<file path="config.mk">
export PLATFORM = sky130hd
export DESIGN_NAME = dynamic_branch_predictor
export DESIGN_NICKNAME = d
export VERILOG_FILES = /design/src/rtl/bpred_pkg.sv /design/src/rtl/bpred_table.sv /design/src/rtl/dynamic_branch_predictor.sv
export SDC_FILE = /design/constraint.sdc
export NUM_CORES = 1
export LEC_CHECK = 0
export CAP_MARGIN = 20
export CORE_MARGIN = 1
export CORE_UTILIZATION = 55
export DETAILED_ROUTE_END_ITERATION = 10
export HOLD_SLACK_MARGIN = 0.1
export PLACE_DENSITY = 0.89
export SYNTH_ARGS = -nofsm -noshare
export SYNTH_HDL_FRONTEND = slang
export SYNTH_SLANG_ARGS = --single-unit
</file>
<file path="constraint.sdc">
create_clock -name clk -period 9.6 [get_ports clk]
set_input_delay 1.92 -clock clk [delete_from_list [all_inputs] [get_ports clk]]
set_output_delay 1.92 -clock clk [all_outputs]
set_load 0.02 [all_outputs]
</file>
<file path="src/rtl/bpred_pkg.sv">
// Shared types and helpers for the fetch-stage branch direction predictor.
// Counter encoding, default geometry and the saturating counter update.
package bpred_pkg;

    localparam int unsigned DEF_IDX_W = 3;
    localparam int unsigned DEF_TAG_W = 12;

    typedef enum logic [1:0] {
        SNT = 2'b00,
        WNT = 2'b01,
        WT  = 2'b10,
        ST  = 2'b11
    } ctr_t;

    function automatic ctr_t sat_update(ctr_t ctr, logic taken);
        ctr_t res;
        if (taken) begin
            res = (ctr == ST) ? ST : ctr_t'(ctr + 2'd1);
        end else begin
            res = (ctr == SNT) ? SNT : ctr_t'(ctr - 2'd1);
        end
        return res;
    endfunction

endpackage

</file>
<file path="src/rtl/bpred_table.sv">
// Tagged 2-bit counter table: two async read ports (lookup and training), one sync write.
// Async active-low clear invalidates every entry and parks counters at WNT.
module bpred_table
    import bpred_pkg::*;
#(
    parameter int unsigned IDX_W = DEF_IDX_W,
    parameter int unsigned TAG_W = DEF_TAG_W
) (
    input  logic             clk,
    input  logic             rst_n,
    input  logic [IDX_W-1:0] rd_idx,
    output logic             rd_valid,
    output logic [TAG_W-1:0] rd_tag,
    output ctr_t             rd_ctr,
    input  logic [IDX_W-1:0] tr_idx,
    output logic             tr_valid,
    output logic [TAG_W-1:0] tr_tag,
    output ctr_t             tr_ctr,
    input  logic             wr_en,
    input  logic [TAG_W-1:0] wr_tag,
    input  ctr_t             wr_ctr
);

    localparam int unsigned ENTRIES = 2 ** IDX_W;

    logic             valid_q [ENTRIES];
    logic [TAG_W-1:0] tag_q   [ENTRIES];
    ctr_t             ctr_q   [ENTRIES];

    always_comb begin
        rd_valid = valid_q[rd_idx];
        rd_tag   = tag_q[rd_idx];
        rd_ctr   = ctr_q[rd_idx];
        tr_valid = valid_q[tr_idx];
        tr_tag   = tag_q[tr_idx];
        tr_ctr   = ctr_q[tr_idx];
    end

    // Writes always go to the training index; a write always leaves the entry valid.
    always_ff @(posedge clk or negedge rst_n) begin
        if (!rst_n) begin
            for (int i = 0; i < ENTRIES; i++) begin
                valid_q[i] <= 1'b0;
                tag_q[i]   <= '0;
                ctr_q[i]   <= WNT;
            end
        end else if (wr_en) begin
            valid_q[tr_idx] <= 1'b1;
            tag_q[tr_idx]   <= wr_tag;
            ctr_q[tr_idx]   <= wr_ctr;
        end
    end

endmodule

</file>
<file path="src/rtl/dynamic_branch_predictor.sv">
// Fetch-stage direction predictor: lookup, next-PC select, decode-time training, mispredict flag.
// Optional perf counters under BPRED_PERF_CNT_EN.
module dynamic_branch_predictor
    import bpred_pkg::*;
#(
    parameter int unsigned IDX_W = DEF_IDX_W,
    parameter int unsigned TAG_W = DEF_TAG_W
) (
    input  logic        clk,
    input  logic        rst_n,
    input  logic [15:0] PC_curr,
    input  logic [15:0] IF_ID_PC_curr,
    input  logic        IF_ID_pred_taken,
    input  logic        is_branch,
    input  logic        actual_taken,
    input  logic        enable,
    input  logic [15:0] btb_target,
    output logic        predicted_taken,
    output logic [15:0] next_pc,
    output logic        mispredicted
`ifdef BPRED_PERF_CNT_EN
    ,
    output logic [15:0] branch_cnt,
    output logic [15:0] mispred_cnt
`endif
);

    logic [IDX_W-1:0] rd_idx, tr_idx;
    logic [TAG_W-1:0] rd_tag_pc, tr_tag_pc;
    logic             rd_valid, tr_valid;
    logic [TAG_W-1:0] rd_tag, tr_tag;
    ctr_t             rd_ctr, tr_ctr, wr_ctr;
    logic             rd_hit, tr_hit, wr_en;

    // Bit 0 of both PCs is always zero for 16-bit aligned instructions.
    logic unused_pc_lsb;
    assign unused_pc_lsb = PC_curr[0] ^ IF_ID_PC_curr[0];

    always_comb begin
        rd_idx    = PC_curr[IDX_W:1];
        rd_tag_pc = PC_curr[15:IDX_W+1];
        tr_idx    = IF_ID_PC_curr[IDX_W:1];
        tr_tag_pc = IF_ID_PC_curr[15:IDX_W+1];

        rd_hit          = rd_valid && (rd_tag == rd_tag_pc);
        predicted_taken = rd_hit && rd_ctr[1];
        next_pc         = predicted_taken ? btb_target : PC_curr + 16'd2;

        mispredicted = is_branch && (IF_ID_pred_taken != actual_taken);

        tr_hit = tr_valid && (tr_tag == tr_tag_pc);
        wr_en  = enable && is_branch;
        wr_ctr = tr_hit ? sat_update(tr_ctr, actual_taken) : (actual_taken ? WT : WNT);
    end

    bpred_table #(
        .IDX_W (IDX_W),
        .TAG_W (TAG_W)
    ) u_table (
        .clk      (clk),
        .rst_n    (rst_n),
        .rd_idx   (rd_idx),
        .rd_valid (rd_valid),
        .rd_tag   (rd_tag),
        .rd_ctr   (rd_ctr),
        .tr_idx   (tr_idx),
        .tr_valid (tr_valid),
        .tr_tag   (tr_tag),
        .tr_ctr   (tr_ctr),
        .wr_en    (wr_en),
        .wr_tag   (tr_tag_pc),
        .wr_ctr   (wr_ctr)
    );

`ifdef BPRED_PERF_CNT_EN
    logic [15:0] branch_cnt_q, mispred_cnt_q;

    always_ff @(posedge clk or negedge rst_n) begin
        if (!rst_n) begin
            branch_cnt_q  <= '0;
            mispred_cnt_q <= '0;
        end else if (enable) begin
            if (is_branch && branch_cnt_q != 16'hFFFF) begin
                branch_cnt_q <= branch_cnt_q + 16'd1;
            end
            if (mispredicted && mispred_cnt_q != 16'hFFFF) begin
                mispred_cnt_q <= mispred_cnt_q + 16'd1;
            end
        end
    end

    assign branch_cnt  = branch_cnt_q;
    assign mispred_cnt = mispred_cnt_q;
`endif

endmodule

</file>
==> flow_summary_export.csv, run 1 <==
group,metric,value,unit
finish,n_antenna_cell,0,
detailed_routing,top_layer,"met4",
critical_path,worstPathArrival,5.73,ns
detailed_routing,num_vias,4733,
finish,finalNetCount,617,
global_routing,grt_max_degree,93,
synth,ys_ff_latch,120,
sta,maxSlewHeadroom,27.0,%
sta,worst_slew_pin_slew,1.09,ns
finish,fin_area,8540,um^2
floorplan,start_util,56.6,%
sta,setup_viol,0,
synth,synth_area_leaders,"dfrtp_1 39%, mux2_2 18%, mux4_2 13%",
floorplan,die_y,116,um
cts,root_buffer,"clkbuf_16",
synth,netlist_instances,507,
synth,avgSynthCellArea,14.1,um^2
floorplan,dieWidth,116,um
cts,clockBufferDepth,2,
sta,fin_tns_setup,0,ns
power,powerDensity,212,nW/um^2
synth,synth_nets,562,
critical_path,cp_max_fo,17,
sta,fin_crit_sh,79.6,%
global_routing,grt_pass1_wl,26.1,mm
sta,finalClockSkew,0.00570,ns
detailed_routing,ant_nets,0,
sta,fin_crit,7.65,ns
global_routing,antenna_found_initial,0,
synth,synth_flop_cell,"dfrtp_1",
cts,cts_tree,"yes",
synth,ys_warn_count,0,
synth,ys_types,42,
place,numPortBuffers,70,
detailed_routing,post_drt_wl_per_cell,22.3,um
detailed_routing,wl_met2,8.02,mm
critical_path,crit_start,"PC_curr[2]",
floorplan,dieArea,13400,um^2
cts,cts_setup_buffers,0,
floorplan,ioPinCount,72,
global_routing,grt.overflow.total,0,
hold_path,hold_path_class,"reg -> reg",
finish,area_growth_syn_to_layout,19.7,%
critical_path,cp_slowest_cell,"clkdlybuf4s50_1",
power,irDropWorstVdd,0.121,mV
detailed_routing,drt_wl_total,16.7,mm
sta,rsz0062_at_grt,"false",
cts,cts.repair.resized,0,
critical_path,r2r-start,"u_table.tag_q[19]$_DFFE_PN0P_",
floorplan,coreArea,12600,um^2
synth,ys_seq_area_share,42.2,%
cts,cts.clk_slew.worst_paths,0.05,ns
detailed_routing,firstDrtPassIters,7,
cts,cts_sinks,120,
detailed_routing,route.met3.wl,1.27,mm
critical_path,startpoint_type,"primary input",
global_routing,grt_usage,26.5,%
cts,htree_levels,4,
place,gp_congestion,0.838,
synth,async_flop_share,100,%
critical_path,crit_path_frequent_cell,"clkdlybuf4s50_1",
detailed_routing,detail_route.iter0.violations,325,
power,total_power,0.00181,W
sta,final_max_slew_viol_count,0,
critical_path,critical_path_class,"in -> out",
cts,cts_made_buffers,17,
hold_path,hp-start,"u_table.valid_q[0]$_DFFE_PN0P_",
sta,max_freq,131,MHz
synth,synth_area_leader_cell,"dfrtp_1",
synth,synth_edf_count,0,
cts,clk_latency,0.42,ns
sta,hold_viol,0,
detailed_routing,drc,0,
status,status,"completed",
finish,fill_cells,859,
sta,setup_ws,1.95,ns
floorplan,rows,41,
critical_path,path_cells,"clkdlybuf4s50_1, buf_4, mux4_1, mux2i_1, xnor2_1, nor4_1, and4_1, nand4_4, mux2_4, clkdlybuf4s50_1",
synth,yosysTopAreaCellShare,39.3,%
synth,yosysMostFrequentCell,"dfrtp_1",
detailed_routing,vias_per_cell,6.34,
detailed_routing,drt-met1-wl,6.94,mm
place,place_area,7900,um^2
synth,synth_commonest_cells,"112 x dfrtp_1, 111 x mux2_2, 42 x mux4_2",
critical_path,end_kind,"primary output",
global_routing,grt_pass1_vias,4908,
critical_path,cp_data_required_time,7.68,ns
power,p_leak,3.54,nW
place,dpl_worst_slack,1.99,ns
finish,drive_above_1_share,39.0,%
critical_path,worst_path_largest_cell_delay,0.90,ns
cts,ctsHoldBuffers,0,
run,maxCapViolations,0,
synth,netlist_area,7140,um^2
place,dpl.hpwl,10.6,mm
==> layout make-up <==
class                           instances  area, um^2  share of cell area (%)
Multi-Input combinational cell        342        3900                    45.7
Tap cell                              172         215                    2.52
Inverter                                4        15.0                   0.176
Sequential cell                       120        3010                    35.3
Clock buffer                           22         464                    5.44
Timing Repair Buffer                   77         781                    9.14
Clock inverter                         10         150                    1.76
==> registers in the layout (all words and copies together), names as in the netlist <==
name / flops
u_table.tag_q: 96
u_table.ctr_q: 16
u_table.valid_q: 8
==> worst max-delay path: cells and delay by family <==
family	cells	cell delay, ns
muxes	3	1.04
xor gates and xnor gates	1	0.13
buffers and inverters	3	1.84
and+or+nand+nor	3	0.77
==> kinds of logic after synthesis <==
family	Yosys count	share of synthesized area, %
muxes	206	41.3
DFF	120	42.2
and+or+nand+nor	73	6.17
buffers and inverters	45	3.31
xor gates and xnor gates	40	4.91
AOI/OAI and AO/OA	22	1.88
adders and majority gates	1	0.175
==> metrics by stage <==
stage                     util, %  std cells  hold WS (ns)
after global routing         67.7        747         0.514
final                        67.7        747         0.498
after detailed placement     62.6        714         0.477
after CTS                    67.5        746         0.500
after global placement       62.4        713         0.476
after floorplan                 -        507         0.452
==> path summary, 6_finish.rpt <==
kind / to / slack [ns] / cells past startpoint
worst min register to register: u_table.valid_q[0]$_DFFE_PN0P_ / 0.50 / 1
worst min-delay path: u_table.valid_q[0]$_DFFE_PN0P_ / 0.50 / 1
worst max register to register: u_table.ctr_q[15]$_DFFE_PN0P_ / 6.90 / 7
worst max-delay path: next_pc[10] / 1.95 / 10
max in group asynchronous: u_table.tag_q[37]$_DFFE_PN0P_ / 7.12 / 3
min in group asynchronous: u_table.tag_q[40]$_DFFE_PN0P_ / 1.42 / 1
==> report_power, final <==
| part | switching, W | internal [W] | total (W) |
|---|---|---|---|
| combinational | 0.000176 | 0.000255 | 0.000431 |
| clock | 0.000220 | 0.000445 | 0.000664 |
| sequential | 0.0000866 | 0.000628 | 0.000715 |
| total | 0.000483 | 0.00133 | 0.00181 |
==> cells in the final DEF, fill, tap and decap left out, drive strengths merged, types with 2 or more instances in the layout <==
master / Yosys / final
o31ai: 6 / 6
nand2b: 4 / 4
and4: 3 / 3
clkdlybuf4s50: 0 / 67
mux2i: 33 / 33
xor2: 21 / 21
and3: 4 / 4
o21ai: 12 / 12
xnor2: 19 / 19
dfstp: 8 / 8
buf: 27 / 10
dfrtp: 112 / 112
a41oi: 2 / 2
nand2: 11 / 11
nor2: 10 / 10
nor4: 3 / 3
inv: 4 / 4
nor4b: 2 / 2
nor3: 3 / 3
bufinv: 0 / 4
or3: 3 / 3
nand3: 13 / 13
mux4: 53 / 53
nand4: 5 / 5
clkinv: 0 / 6
mux2: 120 / 120
or2: 6 / 6
clkbuf: 14 / 22
==> per-layer routing <==
metal / up-vias / global-route usage (%)
met5: - / 0
met4: 0 / 11.5
met3: 41 / 7.53
met2: 223 / 42.5
met1: 2422 / 33.8
li1: 2047 / -
No activity file was read; power rests on OpenSTA's default activity.
==> run 2: changes to the inputs <==
- CORE_UTILIZATION: 55 -> 52
- clock period: 9.6 -> 6.6 ns (I/O delays scaled with it)
==> run 2 against run 1 <==
  * Combinational power up 48%
  * Global-route usage down 0.16 points
  * Clock power is 31% higher
  * Clock skew is 0.0031 ns higher
  * Critical path depth down 1
  * Worst hold slack better by 0.0037 ns
  * Final cell count rose by 1.2%
  * Utilization fell by 3.6 points
  * Sequential share of layout area up 0.11 points
  * Routed wire length increased by 4.8%
==> flow_summary_export.csv, run 2 (same netlist as run 1, synthesis figures left out) <==
group,metric,value,unit
detailed_routing,firstDrtPassIters,5,
finish,finalNetCount,622,
sta,hold_viol,0,
cts,cts.clk_slew.worst_paths,0.05,ns
floorplan,ioPinCount,72,
sta,rsz0062_at_grt,"false",
global_routing,grt_max_degree,64,
detailed_routing,detail_route.iter0.violations,339,
cts,root_buffer,"clkbuf_16",
cts,htree_levels,4,
place,numPortBuffers,70,
floorplan,die_y,119,um
cts,cts_tree,"yes",
floorplan,coreArea,13300,um^2
detailed_routing,ant_nets,0,
critical_path,cp_slowest_cell,"mux4_1",
cts,cts_sinks,120,
global_routing,grt_pass1_vias,5189,
global_routing,grt_pass1_wl,28.2,mm
finish,final_common_cell,"dfrtp_1",
detailed_routing,post_drt_wl_per_cell,23.1,um
critical_path,cp_max_fo,18,
detailed_routing,vias_per_cell,6.40,
sta,setup_viol,0,
sta,maxSlewHeadroom,28.3,%
critical_path,cp_data_required_time,5.28,ns
finish,fin_util,64.0,%
global_routing,antenna_found_initial,0,
critical_path,crit_family,"multiplexers",
hold_path,hold_path_class,"reg -> reg",
sta,final_max_slew_viol_count,0,
floorplan,start_util,53.7,%
cts,cts.repair.resized,0,
critical_path,end_kind,"primary output",
power,p_leak,3.52,nW
place,dpl.hpwl,11.2,mm
floorplan,dieArea,14200,um^2
run,maxCapViolations,0,
critical_path,worstPathBufferInverterCount,2,
critical_path,worst_path_largest_cell_delay,0.68,ns
finish,largest_registers,"u_table.tag_q: 96 flops, u_table.ctr_q: 16 flops, u_table.valid_q: 8 flops",
cts,clk_latency,0.42,ns
finish,area_growth_syn_to_layout,19.3,%
finish,register_area,3010,um^2
power,powerDensity,300,nW/um^2
floorplan,rows,42,
critical_path,path_cells,"buf_2, mux4_1, mux2i_1, xnor2_1, nor4_1, and4_1, nand4_4, mux2_4, clkdlybuf4s50_1",
sta,fin_crit_sh,92.7,%
cts,cts_setup_buffers,0,
cts,clockBufferDepth,2,
cts,ctsHoldBuffers,0,
finish,drive_above_1_share,38.8,%
detailed_routing,drc,0,
detailed_routing,drt_wl_total,17.5,mm
power,irDropWorstVdd,0.172,mV
critical_path,worstPathArrival,4.80,ns
finish,n_antenna_cell,0,
finish,final_cell_mix,"112 x dfrtp_1, 111 x mux2_2, 67 x clkdlybuf4s50_1",
detailed_routing,num_vias,4841,
finish,multi_input_area,3900,um^2
finish,max_flop_register,"u_table.tag_q",
critical_path,critical_path_class,"in -> out",
floorplan,dieWidth,119,um
sta,setup_ws,0.479,ns
sta,fin_tns_setup,0,ns
sta,timing.hold.ws,0.502,ns
critical_path,startpoint_type,"primary input",
place,dpl_worst_slack,0.580,ns
sta,max_freq,163,MHz
sta,finalClockSkew,0.00882,ns
finish,largest_reg_flops,96,
sta,worst_slew_pin_slew,1.07,ns
finish,fill_cells,924,
global_routing,grt_usage,26.3,%
global_routing,grt.overflow.total,0,
status,status,"completed",
place,place_inst,724,
finish,final_cells,756,
place,gp_congestion,0.828,
cts,cts_made_buffers,17,
sta,fin_crit,6.12,ns
## run 2: cell type report
class / instances / area share (%)
clock buffer: 28 / 5.95
clock inverter: 4 / 0.529
inverter: 4 / 0.176
multi-input combinational: 342 / 45.8
sequential: 120 / 35.4
tap: 176 / 2.59
timing repair buffer: 82 / 9.52
## run 2: worst reg2reg max path, cell delays in order, from the launching register on
cell,delay (ns)
dfrtp_1,0.40
mux4_2,0.48
mux2i_1,0.22
xor2_1,0.24
and4_1,0.28
a41oi_1,0.13
o22ai_1,0.51
o21ai_0,0.16
## run 2: worst paths after layout
kind                                           startpoint                        endpoint  slack (ns)  cells past startpoint
hold reg to reg            u_table.valid_q[5]$_DFFE_PN0P_  u_table.valid_q[5]$_DFFE_PN0P_        0.50                      1
hold / removal             u_table.valid_q[5]$_DFFE_PN0P_  u_table.valid_q[5]$_DFFE_PN0P_        0.50                      1
setup / recovery                               PC_curr[1]                      next_pc[8]        0.48                      9
min in group asynchronous                           rst_n   u_table.tag_q[16]$_DFFE_PN0P_        1.00                      1
setup reg to reg            u_table.tag_q[37]$_DFFE_PN0P_   u_table.ctr_q[11]$_DFFE_PN0P_        4.00                      7
max in group asynchronous                           rst_n   u_table.tag_q[21]$_DFFE_PN0P_        4.36                      2
## run 2: per-stage QoR
| stage | total power, W | area [um^2] |
|---|---|---|
| after CTS | 0.00255 | 8510 |
| after global routing | 0.00265 | 8510 |
| after detailed placement | 0.00167 | 7960 |
| after global placement | 0.00162 | 7930 |
| final | 0.00255 | 8510 |
| after floorplan | 0.00147 | 7140 |
## run 2: per-layer routing
layer,track usage (%),wire [um],vias up
met5,0,0,-
met1,34.0,7100,2496
li1,-,-,2053
met4,8.94,388,0
met2,43.5,8590,257
met3,6.56,1420,35
## run 2: report_power, final
group / total (W) / switching, W / leakage, nW / internal, W
combinational: 0.000640 / 0.000268 / 1.80 / 0.000372
sequential: 0.00104 / 0.000129 / 1.45 / 0.000914
clock: 0.000869 / 0.000313 / 0.272 / 0.000556
total: 0.00255 / 0.000710 / 3.52 / 0.00184
==> run 3: changes to the inputs <==
- CORE_UTILIZATION: 52 -> 40
- PLACE_DENSITY: 0.89 -> 0.74
==> run 3 against run 2 <==
  * Count of clock-buffer cells in the layout fell by 4
  * Highest routed layer unchanged
  * Clock skew fell by 0.0028 ns
  * Largest power group unchanged
  * Flip-flop and latch count did not move
  * Utilization fell by 14 points
  * Cell area rose by 1.7%
==> flow_summary_export.csv, run 3 (same netlist as run 1, synthesis figures left out) <==
group,metric,value,unit
status,status,"completed",
critical_path,worst_path_largest_cell_delay,0.59,ns
critical_path,cp_max_fo,28,
sta,fin_tns_setup,0,ns
detailed_routing,vias_per_cell,5.71,
finish,fin_area,8660,um^2
cts,cts_sinks,120,
floorplan,die_y,136,um
cts,htree_levels,4,
power,switching_share,25.7,%
global_routing,antenna_found_initial,0,
finish,finalNetCount,621,
cts,clk_latency,0.41,ns
finish,n_antenna_cell,0,
power,total_power,0.00268,W
detailed_routing,firstDrtPassIters,4,
floorplan,dieWidth,136,um
sta,final_max_slew_viol_count,0,
detailed_routing,num_vias,4592,
detailed_routing,drt_wl_total,16.8,mm
finish,largest_reg_flops,96,
sta,fin_crit_sh,91.0,%
global_routing,grt_pass1_vias,4907,
finish,max_flop_register,"u_table.tag_q",
cts,cts.clk_slew.worst_paths,0.05,ns
finish,final_common_cell,"dfrtp_1",
critical_path,end_kind,"primary output",
cts,ctsHoldBuffers,0,
global_routing,grt.overflow.total,0,
floorplan,coreArea,17400,um^2
finish,final_cell_mix,"112 x dfrtp_1, 111 x mux2_2, 67 x clkdlybuf4s50_1",
detailed_routing,drc,0,
place,dpl.hpwl,11.2,mm
sta,worst_slew_pin_slew,1.08,ns
critical_path,critical_path_class,"in -> out",
power,p_comb_share,23.3,%
place,gp_congestion,0.866,
sta,finalClockSkew,0.00600,ns
place,numPortBuffers,70,
floorplan,dieArea,18400,um^2
sta,maxSlewHeadroom,27.9,%
power,powerDensity,310,nW/um^2
finish,largest_registers,"u_table.tag_q: 96 flops, u_table.ctr_q: 16 flops, u_table.valid_q: 8 flops",
run,maxCapViolations,0,
sta,setup_viol,0,
sta,timing.hold.ws,0.495,ns
floorplan,start_util,41.1,%
power,p_seq_share,38.6,%
cts,root_buffer,"clkbuf_16",
critical_path,cp_slowest_cell,"clkdlybuf4s50_1",
cts,cts_tree,"yes",
global_routing,grt_max_degree,65,
critical_path,worstPathArrival,4.69,ns
hold_path,hold_path_class,"reg -> reg",
sta,max_freq,166,MHz
sta,fin_crit,6.01,ns
global_routing,grt_usage,19.8,%
detailed_routing,ant_nets,0,
critical_path,cp_data_required_time,5.28,ns
cts,cts_made_buffers,17,
finish,drive_above_1_share,39.4,%
power,irDropWorstVdd,0.234,mV
power,p_leak,3.57,nW
critical_path,worstPathBufferInverterCount,3,
sta,hold_viol,0,
power,p_int,0.00199,W
detailed_routing,detail_route.iter0.violations,406,
floorplan,rows,48,
cts,clockBufferDepth,2,
cts,cts.repair.resized,0,
critical_path,crit_path_frequent_cell,"clkdlybuf4s50_1",
finish,area_growth_syn_to_layout,21.3,%
place,place_area,7990,um^2
power,p_switching,0.000690,W
sta,rsz0062_at_grt,"false",
power,clkPwrFrac,38.1,%
detailed_routing,post_drt_wl_per_cell,20.9,um
critical_path,startpoint_type,"primary input",
floorplan,ioPinCount,72,
critical_path,path_cells,"clkdlybuf4s50_1, buf_12, mux4_2, mux2i_1, xnor2_1, nor4_1, and4_1, nand4_4, mux2_2, clkdlybuf4s50_1",
global_routing,grt_pass1_wl,27.0,mm
critical_path,crit_family,"buffers and inverters",
cts,cts_setup_buffers,0,
## run 3: changes by cell type in the layout (fill, tap and decap cells not counted)
cell	delta
buf_16	-1
buf_4	-1
buf_8	+1
bufinv_16	+4
clkbuf_1	-4
## run 3: worst paths after layout
check	depth (start not counted)	slack, ns	to	start
min	1	0.50	u_table.valid_q[7]$_DFFE_PN0P_	u_table.valid_q[7]$_DFFE_PN0P_
max	10	0.59	next_pc[3]	PC_curr[2]
max reg2reg	7	3.88	u_table.ctr_q[8]$_DFFE_PN1P_	u_table.tag_q[1]$_DFFE_PN0P_
max in group asynchronous	2	4.38	u_table.tag_q[40]$_DFFE_PN0P_	rst_n
min in group asynchronous	1	0.96	u_table.tag_q[83]$_DFFE_PN0P_	rst_n
min reg2reg	1	0.50	u_table.valid_q[7]$_DFFE_PN0P_	u_table.valid_q[7]$_DFFE_PN0P_
## run 3: per-stage QoR
step | setup WS (ns) | util [%] | instances
3_5_place_dp | 0.600 | 46.0 | 771
6_report | 0.593 | 49.9 | 804
2_1_floorplan | 1.52 | - | 507
5_1_grt | 0.459 | 49.9 | 804
4_1_cts | 0.588 | 49.8 | 803
3_3_place_gp | 0.688 | 46.0 | 771
## run 3: power groups by stage
stage                     sequential, W  clock, W  combinational, W
after floorplan                0.000996         0          0.000475
after global placement          0.00102         0          0.000601
after detailed placement        0.00104         0          0.000624
after CTS                       0.00103   0.00103          0.000629
after global routing            0.00106   0.00108          0.000677
final                           0.00103   0.00102          0.000626
## run 3: routing by layer
layer | track usage, % | vias up | wire length [um]
li1 | - | 2049 | -
met1 | 25.8 | 2370 | 7240
met2 | 32.1 | 153 | 8270
met3 | 4.90 | 20 | 1020
met4 | 6.49 | 0 | 279
met5 | 0 | - | 0
## run 3: area by class of cell
class,instances,area (um^2)
Timing Repair Buffer,81,791
Multi-Input combinational cell,342,3900
Fill cell,1412,8700
Sequential cell,120,3010
Clock inverter,8,165
Clock buffer,24,492
Inverter,4,15.0
Tap cell,225,282
